[config.mk]
export PLATFORM = sky130hd
export DESIGN_NAME = mulred_k_pipe_flat
export DESIGN_NICKNAME = d
export VERILOG_FILES = /design/src/rtl/kyber_pkg.sv /design/src/rtl/mulred_k_pipe_if.sv /design/src/rtl/csub_k.sv /design/src/rtl/mulred_k_pipe.sv /design/src/flat_wrapper.sv
export SDC_FILE = /design/constraint.sdc
export NUM_CORES = 1
export LEC_CHECK = 0
export CAP_MARGIN = 15
export CORE_MARGIN = 2
export CORE_UTILIZATION = 60
export DETAILED_ROUTE_END_ITERATION = 8
export GPL_ROUTABILITY_DRIVEN = 1
export GPL_TIMING_DRIVEN = 0
export PLACE_DENSITY = 0.74
export SYNTH_ARGS = -nofsm -noshare
export SYNTH_HDL_FRONTEND = slang
export SYNTH_SLANG_ARGS = --single-unit
[constraint.sdc]
create_clock -name clk_i -period 7.8 [get_ports clk_i]
set_clock_uncertainty 0.15 [all_clocks]
set_input_delay 1.56 -clock clk_i [delete_from_list [all_inputs] [get_ports clk_i]]
set_output_delay 1.56 -clock clk_i [all_outputs]
set_load 0.05 [all_outputs]
[src/rtl/kyber_pkg.sv]
`default_nettype none
// ============================================================================
//  Module   : kyber_pkg
//  Purpose  : Shared Kyber arithmetic constants and coefficient/product types
//             used by the modular-multiply pipeline and its helpers.
//  Contents : KYBER_Q, KYBER_W, BARRETT_K, BARRETT_M, coeff_t, prod_t
//  Revision : 1.0 - initial release
// ============================================================================
package kyber_pkg;

  localparam int KYBER_Q   = 3329;
  localparam int KYBER_W   = 12;
  localparam int BARRETT_K = 24;
  localparam int BARRETT_M = 5039;   // floor(2^24 / 3329)

  typedef logic [KYBER_W-1:0]   coeff_t;
  typedef logic [BARRETT_K-1:0] prod_t;

endpackage
`default_nettype wire

[src/rtl/mulred_k_pipe_if.sv]
`default_nettype none
// ============================================================================
//  Module   : mulred_k_pipe_if
//  Purpose  : Valid/ready streaming bus for the Kyber modular multiplier.
//             Input side carries operand pairs plus a last flag, output side
//             carries the reduced residue plus the matching last flag.
//  Modports : slave  - the multiplier (consumes operands, produces results)
//             master - the environment (produces operands, consumes results)
//  Options  : MULRED_K_RANGE_CHK_EN adds range_err_o alongside the result.
//  Revision : 1.0 - initial release
// ============================================================================
interface mulred_k_pipe_if;
  import kyber_pkg::*;

  coeff_t a_i;
  coeff_t b_i;
  logic   last_i;
  logic   valid_i;
  logic   ready_o;
  coeff_t result_o;
  logic   last_o;
  logic   valid_o;
  logic   ready_i;

`ifdef MULRED_K_RANGE_CHK_EN
  logic   range_err_o;

  modport slave (
    input  a_i, b_i, last_i, valid_i, ready_i,
    output ready_o, result_o, last_o, valid_o, range_err_o
  );
  modport master (
    output a_i, b_i, last_i, valid_i, ready_i,
    input  ready_o, result_o, last_o, valid_o, range_err_o
  );
`else
  modport slave (
    input  a_i, b_i, last_i, valid_i, ready_i,
    output ready_o, result_o, last_o, valid_o
  );
  modport master (
    output a_i, b_i, last_i, valid_i, ready_i,
    input  ready_o, result_o, last_o, valid_o
  );
`endif

endinterface
`default_nettype wire

[src/rtl/csub_k.sv]
`default_nettype none
// ============================================================================
//  Module   : csub_k
//  Purpose  : Combinational conditional subtraction bringing a value in
//             [0, 2Q) into canonical range [0, Q). Shared with add/sub
//             butterflies.
//  Ports    : diff - W+1 bit input value
//             res  - W bit canonical residue
//  Revision : 1.0 - initial release
// ============================================================================
module csub_k
  import kyber_pkg::*;
#(
  parameter int Q = KYBER_Q,
  parameter int W = KYBER_W
) (
  input  logic [W:0]   diff,
  output logic [W-1:0] res
);

  localparam logic [W:0] c_q = (W+1)'(Q);

  logic [W:0] w_sel;

  assign w_sel = (diff >= c_q) ? (diff - c_q) : diff;
  // Top bit is zero for any input below 2Q.
  assign res   = W'(w_sel);

endmodule
`default_nettype wire

[src/rtl/mulred_k_pipe.sv]
`default_nettype none
// ============================================================================
//  Module   : mulred_k_pipe
//  Purpose  : Three-stage streaming modular multiplier for Kyber. Computes
//             (a*b) mod Q with Barrett reduction at one result per cycle,
//             under valid/ready backpressure with bubble collapse.
//               S1: p = a*b
//               S2: p, t = (p*M) >> K
//               S3: csub(p - t*Q)
//  Ports    : clk_i   - clock
//             rst_n_i - asynchronous active-low reset
//             bus     - mulred_k_pipe_if.slave (operands in, residues out)
//  Options  : MULRED_K_RANGE_CHK_EN - carries an out-of-range operand flag
//             through the pipe and presents it on bus.range_err_o.
//  Revision : 1.0 - initial release
// ============================================================================
module mulred_k_pipe
  import kyber_pkg::*;
#(
  parameter int Q = KYBER_Q,
  parameter int W = KYBER_W,
  parameter int K = BARRETT_K,
  parameter int M = BARRETT_M
) (
  input  logic             clk_i,
  input  logic             rst_n_i,
  mulred_k_pipe_if.slave   bus
);

  localparam logic [K-1:0] c_m = K'(M);
  localparam logic [K-1:0] c_q = K'(Q);

  logic         r_v1, r_v2, r_v3;
  logic [K-1:0] r_s1_p, r_s2_p;
  logic [W-1:0] r_s2_t, r_s3_res;
  logic         r_s1_last, r_s2_last, r_s3_last;

  logic           w_adv1, w_adv2, w_adv3;
  logic [K-1:0]   w_p;
  logic [2*K-1:0] w_pm;
  logic [W-1:0]   w_t;
  logic [K-1:0]   w_r_full;
  logic [W:0]     w_r;
  logic [W-1:0]   w_res;

  // Advance evaluated from the output backwards so an empty stage always
  // accepts, even while a later stage is stalled.
  assign w_adv3 = !r_v3 || bus.ready_i;
  assign w_adv2 = !r_v2 || w_adv3;
  assign w_adv1 = !r_v1 || w_adv2;

  assign w_p      = {{(K-W){1'b0}}, bus.a_i} * {{(K-W){1'b0}}, bus.b_i};
  assign w_pm     = {{K{1'b0}}, r_s1_p} * {{K{1'b0}}, c_m};
  assign w_t      = W'(w_pm >> K);
  // Barrett underestimates the quotient by at most one, so the remainder
  // fits in W+1 bits and needs a single conditional subtraction.
  assign w_r_full = r_s2_p - ({{(K-W){1'b0}}, r_s2_t} * c_q);
  assign w_r      = (W+1)'(w_r_full);

  csub_k #(.Q(Q), .W(W)) u_csub (
    .diff (w_r),
    .res  (w_res)
  );

  always_ff @(posedge clk_i or negedge rst_n_i) begin
    if (!rst_n_i) begin
      r_v1      <= 1'b0;
      r_v2      <= 1'b0;
      r_v3      <= 1'b0;
      r_s1_p    <= '0;
      r_s2_p    <= '0;
      r_s2_t    <= '0;
      r_s3_res  <= '0;
      r_s1_last <= 1'b0;
      r_s2_last <= 1'b0;
      r_s3_last <= 1'b0;
    end else begin
      if (w_adv1) begin
        r_v1      <= bus.valid_i;
        r_s1_p    <= w_p;
        r_s1_last <= bus.last_i;
      end
      if (w_adv2) begin
        r_v2      <= r_v1;
        r_s2_p    <= r_s1_p;
        r_s2_t    <= w_t;
        r_s2_last <= r_s1_last;
      end
      if (w_adv3) begin
        r_v3      <= r_v2;
        r_s3_res  <= w_res;
        r_s3_last <= r_s2_last;
      end
    end
  end

  assign bus.ready_o  = w_adv1;
  assign bus.valid_o  = r_v3;
  assign bus.result_o = r_s3_res;
  assign bus.last_o   = r_s3_last;

`ifdef MULRED_K_RANGE_CHK_EN
  localparam logic [W-1:0] c_q_w = W'(Q);

  logic r_s1_err, r_s2_err, r_s3_err;
  logic w_err_in;

  assign w_err_in = (bus.a_i >= c_q_w) || (bus.b_i >= c_q_w);

  always_ff @(posedge clk_i or negedge rst_n_i) begin
    if (!rst_n_i) begin
      r_s1_err <= 1'b0;
      r_s2_err <= 1'b0;
      r_s3_err <= 1'b0;
    end else begin
      if (w_adv1) r_s1_err <= w_err_in;
      if (w_adv2) r_s2_err <= r_s1_err;
      if (w_adv3) r_s3_err <= r_s2_err;
    end
  end

  assign bus.range_err_o = r_s3_err;
`endif

endmodule
`default_nettype wire
[src/flat_wrapper.sv]
// flat-port wrapper written by rule: the top's interface ports become plain ports
module mulred_k_pipe_flat import kyber_pkg::*;
#(
  parameter int Q = KYBER_Q,
  parameter int W = KYBER_W,
  parameter int K = BARRETT_K,
  parameter int M = BARRETT_M
)
  (clk_i, rst_n_i, bus_a_i, bus_b_i, bus_last_i, bus_valid_i, bus_ready_i, bus_ready_o, bus_result_o, bus_last_o, bus_valid_o);
  mulred_k_pipe_if bus_i ();
  input  logic clk_i;
  input  logic rst_n_i;
  input wire logic [$bits(bus_i.a_i)-1:0] bus_a_i;
  input wire logic [$bits(bus_i.b_i)-1:0] bus_b_i;
  input wire logic [$bits(bus_i.last_i)-1:0] bus_last_i;
  input wire logic [$bits(bus_i.valid_i)-1:0] bus_valid_i;
  input wire logic [$bits(bus_i.ready_i)-1:0] bus_ready_i;
  output wire logic [$bits(bus_i.ready_o)-1:0] bus_ready_o;
  output wire logic [$bits(bus_i.result_o)-1:0] bus_result_o;
  output wire logic [$bits(bus_i.last_o)-1:0] bus_last_o;
  output wire logic [$bits(bus_i.valid_o)-1:0] bus_valid_o;
  assign bus_i.a_i = bus_a_i;
  assign bus_i.b_i = bus_b_i;
  assign bus_i.last_i = bus_last_i;
  assign bus_i.valid_i = bus_valid_i;
  assign bus_i.ready_i = bus_ready_i;
  assign bus_ready_o = bus_i.ready_o;
  assign bus_result_o = bus_i.result_o;
  assign bus_last_o = bus_i.last_o;
  assign bus_valid_o = bus_i.valid_o;
  mulred_k_pipe #(.Q(Q), .W(W), .K(K), .M(M)) u_core (.clk_i(clk_i), .rst_n_i(rst_n_i), .bus(bus_i));
endmodule
==> results.toml, run 1 <==
[run_status]
status = "complete, no violations"

[worst_hold_path]
hp-start = "u_core.r_v1$_DFFE_PN0P_"
worstHoldEndpoint = "u_core.r_v2$_DFFE_PN0P_"
holdPathStages = 1
hp-class = "register to register"

[placement]
dp_hpwl_microns = 24900
gp_congestion = 0.889
io_buffer_count = 43

[clock_tree]
cts_sinks = 67
cts_buffer_depth = 2
cts_resized = 0
postCtsHoldBufs = 0
clk_latency_ns = 0.35
numCtsBuffers = 9
cts_tree = "done"
cts-root-buf = "clkbuf_16"
cts_setup_buffers = 0
clk_pin_slew_ns = 0.06
cts-htree-levels = 3

[synthesis]
syn-num-nets = 1971
synthArstFlopShare = 1.00
ys.flop_type = "dfrtp_1"
synth_cells = 1491
ys_seq_elements = 67
synth_common_cells = "inv_1 (309), fa_1 (233), ha_1 (218)"
synth_seq_area_share = 0.120
yosys.area.top_type_share = 0.333
yosysWarnings = 0
synth_top_area_cell = "fa_1"
syn_area_per_cell_sq_um = 9.39
synth_area_sq_um = 14000
yosysMostFrequentCell = "inv_1"
synth_edf_count = 0
synth_area_leaders = "fa_1 (33%), ha_1 (19%), dfrtp_1 (12%)"
ys_types = 69

[grt]
grt_pass1_vias = 10373
grt_max_degree = 68
grt_use_total = 0.263
grt_overflow = 0
grt_pass1_wl_microns = 51000
grt_antenna_before_repair = 0

[timing]
timing.fmax_ghz = 0.137
finalSetupViolations = 0
rsz0062_at_grt = "false"
max_slew_margin = 0.468
setup-tns-final_ns = 0
maxSlewViolCount = 0
tightestPinTransition_ns = 0.795
fin_crit_sh = 0.938
fin_crit_ns = 7.31
hold_violations = 0

[drt]
viasPerCell = 5.47
drt_wl_total_microns = 29100
drc = 0
ant_nets = 0
detail_route.first_pass.iterations = 6
drtIter0Drc = 602
wire_per_inst_microns = 15.6
vias = 10199

[cells_and_area]
layout.nets = 2026
drive_gt1_frac = 0.0284
fillers = 1846
antenna_cells = 0
synthToLayoutAreaGrowth_pct = 8.36

[floorplan]
fp-row-count = 55
core_area_sq_um = 22800
io_pins = 44
die-area_sq_um = 24600
die_h_microns = 157
start_util = 0.615
die_w_microns = 157

[critical_path]
r2r-start = "u_core.r_s1_p[10]$_DFFE_PN0P_"
r2r_slack_ns = 1.73
required_ns = 7.88
path_class = "primary input to register"
crit_arrival_ns = 7.40
cp-end-kind = "register"
path_max_fanout = 10
r2r-end = "u_core.r_s2_t[11]$_DFFE_PN0P_"
rr_worst_depth = 16
cp-start-kind = "primary input"

[run]
cap_violations = 0
==> routing by layer <==
| metal | vias to the layer above | routed length [microns] | GRT usage |
|---|---|---|---|
| met5 | - | 0 | 0 |
| met2 | 209 | 13500 | 0.402 |
| met3 | 27 | 1300 | 0.0332 |
| met4 | 0 | 416 | 0.0516 |
| met1 | 5107 | 14000 | 0.404 |
| li1 | 4856 | - | - |
==> cells by family after synthesis <==
family,Yosys count,synth area share
AO/OA/AOI/OAI,188,0.0926
buffers and inverters,356,0.0966
XOR/XNOR,38,0.0243
multiplexers,5,0.00411
adder cells (fa/ha/maj),451,0.528
flip-flops,67,0.120
AND/OR/NAND/NOR,386,0.135
==> cell type report <==
type | instances | area, sq um | area share
plain buffers | 47 | 193 | 0.0127
clock buffers | 9 | 225 | 0.0148
well taps | 313 | 392 | 0.0258
repair buffers | 44 | 455 | 0.0300
inverters | 309 | 1160 | 0.0764
flip-flops and latches | 67 | 1680 | 0.110
multi-input cells | 1068 | 11000 | 0.723
clock inverters | 7 | 98.8 | 0.00651
==> critical path, stage by stage <==
cell             delay [ns]
clkdlybuf4s50_1        0.57
clkbuf_1               0.48
nand2_1                0.14
fa_1                   0.48
fa_1                   0.52
inv_1                  0.06
fa_1                   0.50
fa_1                   0.49
inv_1                  0.05
fa_1                   0.47
inv_1                  0.04
ha_1                   0.35
a21o_1                 0.21
a31oi_1                0.45
a21boi_0               0.26
or4_1                  0.50
a31o_2                 0.27
==> flip-flops by register name (all words and copies together) (netlist names) <==
| name | flops |
|---|---|
| u_core.bus.last_o | 1 |
| u_core.r_s1_last | 1 |
| u_core.r_v2 | 1 |
| u_core.r_v1 | 1 |
| u_core.bus.valid_o | 1 |
| u_core.r_s1_p | 24 |
| u_core.bus.result_o | 12 |
| u_core.r_s2_p | 13 |
| u_core.r_s2_last | 1 |
| u_core.r_s2_t | 12 |
==> placed cells by master (no fill, tap or decap), drive strengths merged, types with 12 or more instances in the layout <==
| cell type | instances |
|---|---|
| inv | 311 |
| fa | 233 |
| ha | 218 |
| nand2 | 174 |
| dfrtp | 67 |
| and2 | 64 |
| clkbuf | 51 |
| nor2 | 45 |
| o21ai | 44 |
| clkdlybuf4s50 | 42 |
| a21oi | 40 |
| xnor2 | 29 |
| nor3 | 15 |
| and3 | 13 |
| nand3 | 13 |
| o211ai | 12 |
==> through the flow <==
| stage | hold WS [ns] | cells | instance area, sq um | utilization | setup WS, ns |
|---|---|---|---|---|---|
| 2_1_floorplan | 0.276 | 1491 | 14000 | - | 1.42 |
| 3_3_place_gp | 0.285 | 1847 | 14800 | 0.651 | 0.320 |
| 3_5_place_dp | 0.295 | 1848 | 14900 | 0.652 | 0.231 |
| 4_1_cts | 0.307 | 1864 | 15200 | 0.666 | 0.585 |
| 5_1_grt | 0.323 | 1864 | 15200 | 0.666 | 0.230 |
| 6_report | 0.303 | 1864 | 15200 | 0.666 | 0.486 |
==> worst max-delay path by stage <==
stage / startpoint / endpoint / slack, ns / cells past startpoint
after floorplan: bus_b_i[3] / u_core.r_s1_p[23]$_DFFE_PN0P_ / 1.42 / 17
after global placement: bus_b_i[5] / u_core.r_s1_p[23]$_DFFE_PN0P_ / 0.32 / 17
after detailed placement: bus_b_i[5] / u_core.r_s1_p[23]$_DFFE_PN0P_ / 0.23 / 18
after CTS: bus_b_i[5] / u_core.r_s1_p[23]$_DFFE_PN0P_ / 0.59 / 18
after global routing: bus_b_i[3] / u_core.r_s1_p[23]$_DFFE_PN0P_ / 0.23 / 18
final: bus_b_i[5] / u_core.r_s1_p[23]$_DFFE_PN0P_ / 0.49 / 17
Power of run 1 is left out: the tool's default activity adds up to more than one toggle a clock period on the data nets, which glitch-free logic cannot reach.
==> run 2: changes to the inputs <==
Settings changed: RECOVER_POWER set to 100, SETUP_SLACK_MARGIN set to 0.4.
==> run 2 against run 1 <==
Effect of this change: the flow now finishes with violations (capacitance limit, slew limit); hold slack is essentially flat; global-route usage unchanged; first-iteration DRC count is 0.83% higher; design area decreased by 0.36%; flip-flop and latch count unchanged; setup slack improved by 0.13 ns; sequential share of layout area about the same; cell count did not move; wire length about the same; utilization is 0.24 points lower; critical endpoint unchanged.
==> results.toml, run 2 (synthesis gave the netlist of run 1 again) <==
[run_status]
status = "finished, violations left"
violations = "capacitance limit, slew limit"

[critical_path]
cp-start-kind = "primary input"
cp_slowest_cell = "dlygate4sd3_1"
cp-end-kind = "register"
path_cells = "dlygate4sd3_1 -> clkbuf_1 -> nand2_1 -> fa_1 -> inv_1 -> ha_1 -> fa_1 -> inv_1 -> fa_1 -> inv_1 -> fa_1 -> ha_1 -> inv_1 -> o21ai_0 -> a2111o_1 -> nand4_1 -> a21boi_0 -> or4_1 -> a31o_2"
required_ns = 7.88
slowest_delay_ns = 0.57
crit_arrival_ns = 7.26
path_max_fanout = 10
path_class = "primary input to register"

[cells_and_area]
drive_gt1_frac = 0.0284
final_cell_mix = "inv_1 (309), fa_1 (233), ha_1 (218), nand2_1 (174), dfrtp_1 (67)"
largest_register = "u_core.r_s1_p"
antenna_cells = 0
layout.nets = 2026
fillers = 1848
design_area_sq_um = 15100
top_regs = "u_core.r_s1_p x24, u_core.r_s2_p x13"
synthToLayoutAreaGrowth_pct = 7.97
largest_reg_flops = 24
final_common_cell = "inv_1"

[floorplan]
die_w_microns = 157
die-area_sq_um = 24600
fp-row-count = 55
core_area_sq_um = 22800
io_pins = 44
die_h_microns = 157
start_util = 0.615

[placement]
gp_congestion = 0.889
dp_slack_ns = 0.231
dp_hpwl_microns = 24900
placed_area_sq_um = 14900
io_buffer_count = 43

[drt]
vias = 10197
detail_route.first_pass.iterations = 7
drtIter0Drc = 607
drc = 0
wire_per_inst_microns = 15.6
ant_nets = 0
drt_wl_total_microns = 29200
viasPerCell = 5.47

[timing]
timing.fmax_ghz = 0.139
fin_crit_ns = 7.18
hold_violations = 0
setup_ws_ns = 0.621
setup-tns-final_ns = 0
tightestPinTransition_ns = 3.85
maxSlewViolCount = 68
rsz0062_at_grt = "true"
finalSetupViolations = 0
max_slew_margin = -1.57
fin_crit_sh = 0.920

[run]
cap_violations = 1

[clock_tree]
numCtsBuffers = 9
cts-root-buf = "clkbuf_16"
cts_tree = "done"
clk_latency_ns = 0.35
cts_buffer_depth = 2
clk_pin_slew_ns = 0.06
postCtsHoldBufs = 0
cts_sinks = 67
cts-htree-levels = 3

[grt]
grt_pass1_vias = 10373
grt_use_total = 0.263
grt_max_degree = 68
grt_overflow = 0
grt_pass1_wl_microns = 51000
grt_antenna_before_repair = 0

[worst_hold_path]
hp-class = "register to register"
## run 2: changes by cell type in the layout (fill, tap and decap cells not counted), moves of 2 or more
cell,before,now
clkbuf_1,42,39
clkbuf_2,0,7
clkdlybuf4s50_1,42,24
dlygate4sd3_1,0,18
o21ai_0,40,42
o21ai_1,3,1
## run 2: stage by stage
| step | util | std cells | hold WS [ns] |
|---|---|---|---|
| 2_1_floorplan | - | 1491 | 0.276 |
| 3_3_place_gp | 0.651 | 1847 | 0.285 |
| 3_5_place_dp | 0.652 | 1848 | 0.295 |
| 4_1_cts | 0.666 | 1864 | 0.307 |
| 5_1_grt | 0.664 | 1864 | 0.323 |
| 6_report | 0.664 | 1864 | 0.303 |
## run 2: final timing paths
kind	startpoint	to	slack (ns)	cells past startpoint
worst max-delay path	bus_a_i[3]	u_core.r_s1_p[23]$_DFFE_PN0P_	0.62	19
worst min-delay path	u_core.r_v1$_DFFE_PN0P_	u_core.r_v2$_DFFE_PN0P_	0.30	1
worst max register to register	u_core.r_s2_t[0]$_DFFE_PN0P_	u_core.bus.result_o[9]$_DFFE_PN0P_	1.51	16
worst min register to register	u_core.r_v1$_DFFE_PN0P_	u_core.r_v2$_DFFE_PN0P_	0.30	1
min in group asynchronous	rst_n_i	u_core.r_s2_t[11]$_DFFE_PN0P_	2.53	2
max in group asynchronous	rst_n_i	u_core.r_s1_p[8]$_DFFE_PN0P_	2.83	2
## run 2: worst max-delay path, delay by kind of cell
family          cells  cell delay (ns)
fa+ha+maj           6             2.48
buf+inv             6             1.24
compound gates      4             1.06
simple gates        3             0.89
## run 2: final cells by class
| cell class | instances | area (sq um) | area share |
|---|---|---|---|
| clock inverters | 7 | 98.8 | 0.00654 |
| clock buffers | 9 | 225 | 0.0149 |
| well taps | 313 | 392 | 0.0259 |
| plain buffers | 47 | 193 | 0.0127 |
| repair buffers | 44 | 432 | 0.0285 |
| inverters | 309 | 1160 | 0.0767 |
| flip-flops and latches | 67 | 1680 | 0.111 |
| multi-input cells | 1068 | 10900 | 0.724 |
## run 2: layer usage
layer	GRT usage	up-vias	routed length (microns)
li1	-	4860	-
met1	0.404	5080	13900
met2	0.402	230	13400
met3	0.0332	27	1400
met4	0.0516	0	413
met5	0	-	0
## run 2: repair_timing
action,4_1_cts,5_1_grt
gates resized for setup,0,16
setup buffers,0,0
endpoints found under the hold margin,0,0
endpoints found under the setup margin,0,4
Power of run 2 is left out for the same reason.
==> run 3: changes to the inputs <==
Settings changed: SLEW_MARGIN set to 20.
Clock period 7.8 ns to 8.79 ns, I/O delays scaled along.
==> run 3 against run 2 <==
Effect of this change: the run still ends with capacitance limit, slew limit left; highest routed layer unchanged; cell count stayed put; design area stayed put; sequential share of layout area stayed put; setup slack better by 0.62 ns; utilization stayed put; non-clock buffer count stayed put; die area stayed put; register-to-register slack better by 1.1 ns; critical path depth is 1 lower.
==> results.toml, run 3 (synthesis gave the netlist of run 1 again) <==
[timing]
timing.fmax_ghz = 0.132
maxSlewViolCount = 70
hold_violations = 0
fin_crit_sh = 0.859
max_slew_margin = -0.518
tightestPinTransition_ns = 2.28
rsz0062_at_grt = "false"
setup-tns-final_ns = 0
fin_crit_ns = 7.55
finalSetupViolations = 0

[critical_path]
cp-start-kind = "primary input"
path_class = "primary input to register"
path_max_fanout = 10
cp-end-kind = "register"
crit_arrival_ns = 7.64
required_ns = 8.88

[floorplan]
die_h_microns = 157
die_w_microns = 157
fp-row-count = 55
io_pins = 44
start_util = 0.615
die-area_sq_um = 24600
core_area_sq_um = 22800

[cells_and_area]
layout.nets = 2026
synthToLayoutAreaGrowth_pct = 7.97
final_cell_mix = "inv_1 (309), fa_1 (233), ha_1 (218), nand2_1 (174), dfrtp_1 (67)"
largest_reg_flops = 24
largest_register = "u_core.r_s1_p"
final_common_cell = "inv_1"
drive_gt1_frac = 0.0245
top_regs = "u_core.r_s1_p x24, u_core.r_s2_p x13"
antenna_cells = 0

[run_status]
status = "finished, violations left"
violations = "capacitance limit, slew limit"

[grt]
grt_overflow = 0
grt_use_total = 0.263
grt_max_degree = 42
grt_pass1_wl_microns = 51100
grt_antenna_before_repair = 0
grt_pass1_vias = 10362

[clock_tree]
cts_setup_buffers = 0
cts_buffer_depth = 2
numCtsBuffers = 9
postCtsHoldBufs = 0
clk_pin_slew_ns = 0.06
cts-root-buf = "clkbuf_16"
cts-htree-levels = 3
clk_latency_ns = 0.36
cts_tree = "done"
cts_resized = 0
cts_sinks = 67

[drt]
detail_route.first_pass.iterations = 7
wire_per_inst_microns = 15.7
drt_wl_total_microns = 29300
vias = 10235
viasPerCell = 5.49
drc = 0
ant_nets = 0
drtIter0Drc = 553

[worst_hold_path]
hp-class = "register to register"

[placement]
dp_hpwl_microns = 25000
gp_congestion = 0.889
io_buffer_count = 43

[run]
cap_violations = 2
==> run 3: cell count changes in the layout (fill, tap and decap cells not counted) <==
cell      change
buf_1         -1
clkbuf_2      -7
clkbuf_4      -1
xnor2_2       +1
clkbuf_1      +9
xnor2_1       -1
nor3_1        -1
nor3_2        +1
==> run 3: stage by stage <==
step,instance area (sq um),cells,hold WS (ns),setup WS (ns),utilization
after global placement,14800,1847,0.285,1.11,0.651
final,15100,1864,0.305,1.24,0.664
after floorplan,14000,1491,0.276,2.22,-
after detailed placement,14800,1848,0.295,1.01,0.652
after global routing,15100,1864,0.323,0.909,0.664
after CTS,15200,1864,0.308,1.38,0.666
==> run 3: path summary, 6_finish.rpt <==
path | from | end | slack, ns | cells past startpoint
min in group asynchronous | rst_n_i | u_core.r_s2_t[11]$_DFFE_PN0P_ | 1.66 | 1
worst min register to register | u_core.r_v1$_DFFE_PN0P_ | u_core.r_v2$_DFFE_PN0P_ | 0.31 | 1
worst max register to register | u_core.r_s1_p[22]$_DFFE_PN0P_ | u_core.r_s2_t[11]$_DFFE_PN0P_ | 2.63 | 18
max in group asynchronous | rst_n_i | u_core.bus.result_o[7]$_DFFE_PN0P_ | 4.00 | 2
worst min-delay path | u_core.r_v1$_DFFE_PN0P_ | u_core.r_v2$_DFFE_PN0P_ | 0.31 | 1
worst max-delay path | bus_b_i[3] | u_core.r_s1_p[23]$_DFFE_PN0P_ | 1.24 | 18
==> run 3: metal layers <==
layer	share of wire	GRT usage
met1	0.48	0.404
met5	0	0
met2	0.47	0.405
met3	0.043	0.0327
met4	0.011	0.0450
==> run 3: critical path, stage by stage <==
cell and delay (ns):
dlygate4sd3_1 0.56, clkbuf_1 0.46, nand2_1 0.16, fa_1 0.56, inv_1 0.05, fa_1 0.49
fa_1 0.51, fa_1 0.49, inv_1 0.05, fa_1 0.47, inv_1 0.04, ha_1 0.32
a21oi_1 0.22, nor2b_1 0.07, a31oi_1 0.40, a21boi_0 0.28, or4_1 0.51, a31o_2 0.26
==> run 3: final cells by class <==
type	instances	area [sq um]
Multi-Input combinational cell	1068	11000
Fill cell	1850	7660
Sequential cell	67	1680
Inverter	309	1160
Timing Repair Buffer	44	428
Tap cell	313	392
Clock buffer	9	225
Buffer	47	184
Clock inverter	7	98.8
Power of run 3 is left out for the same reason.
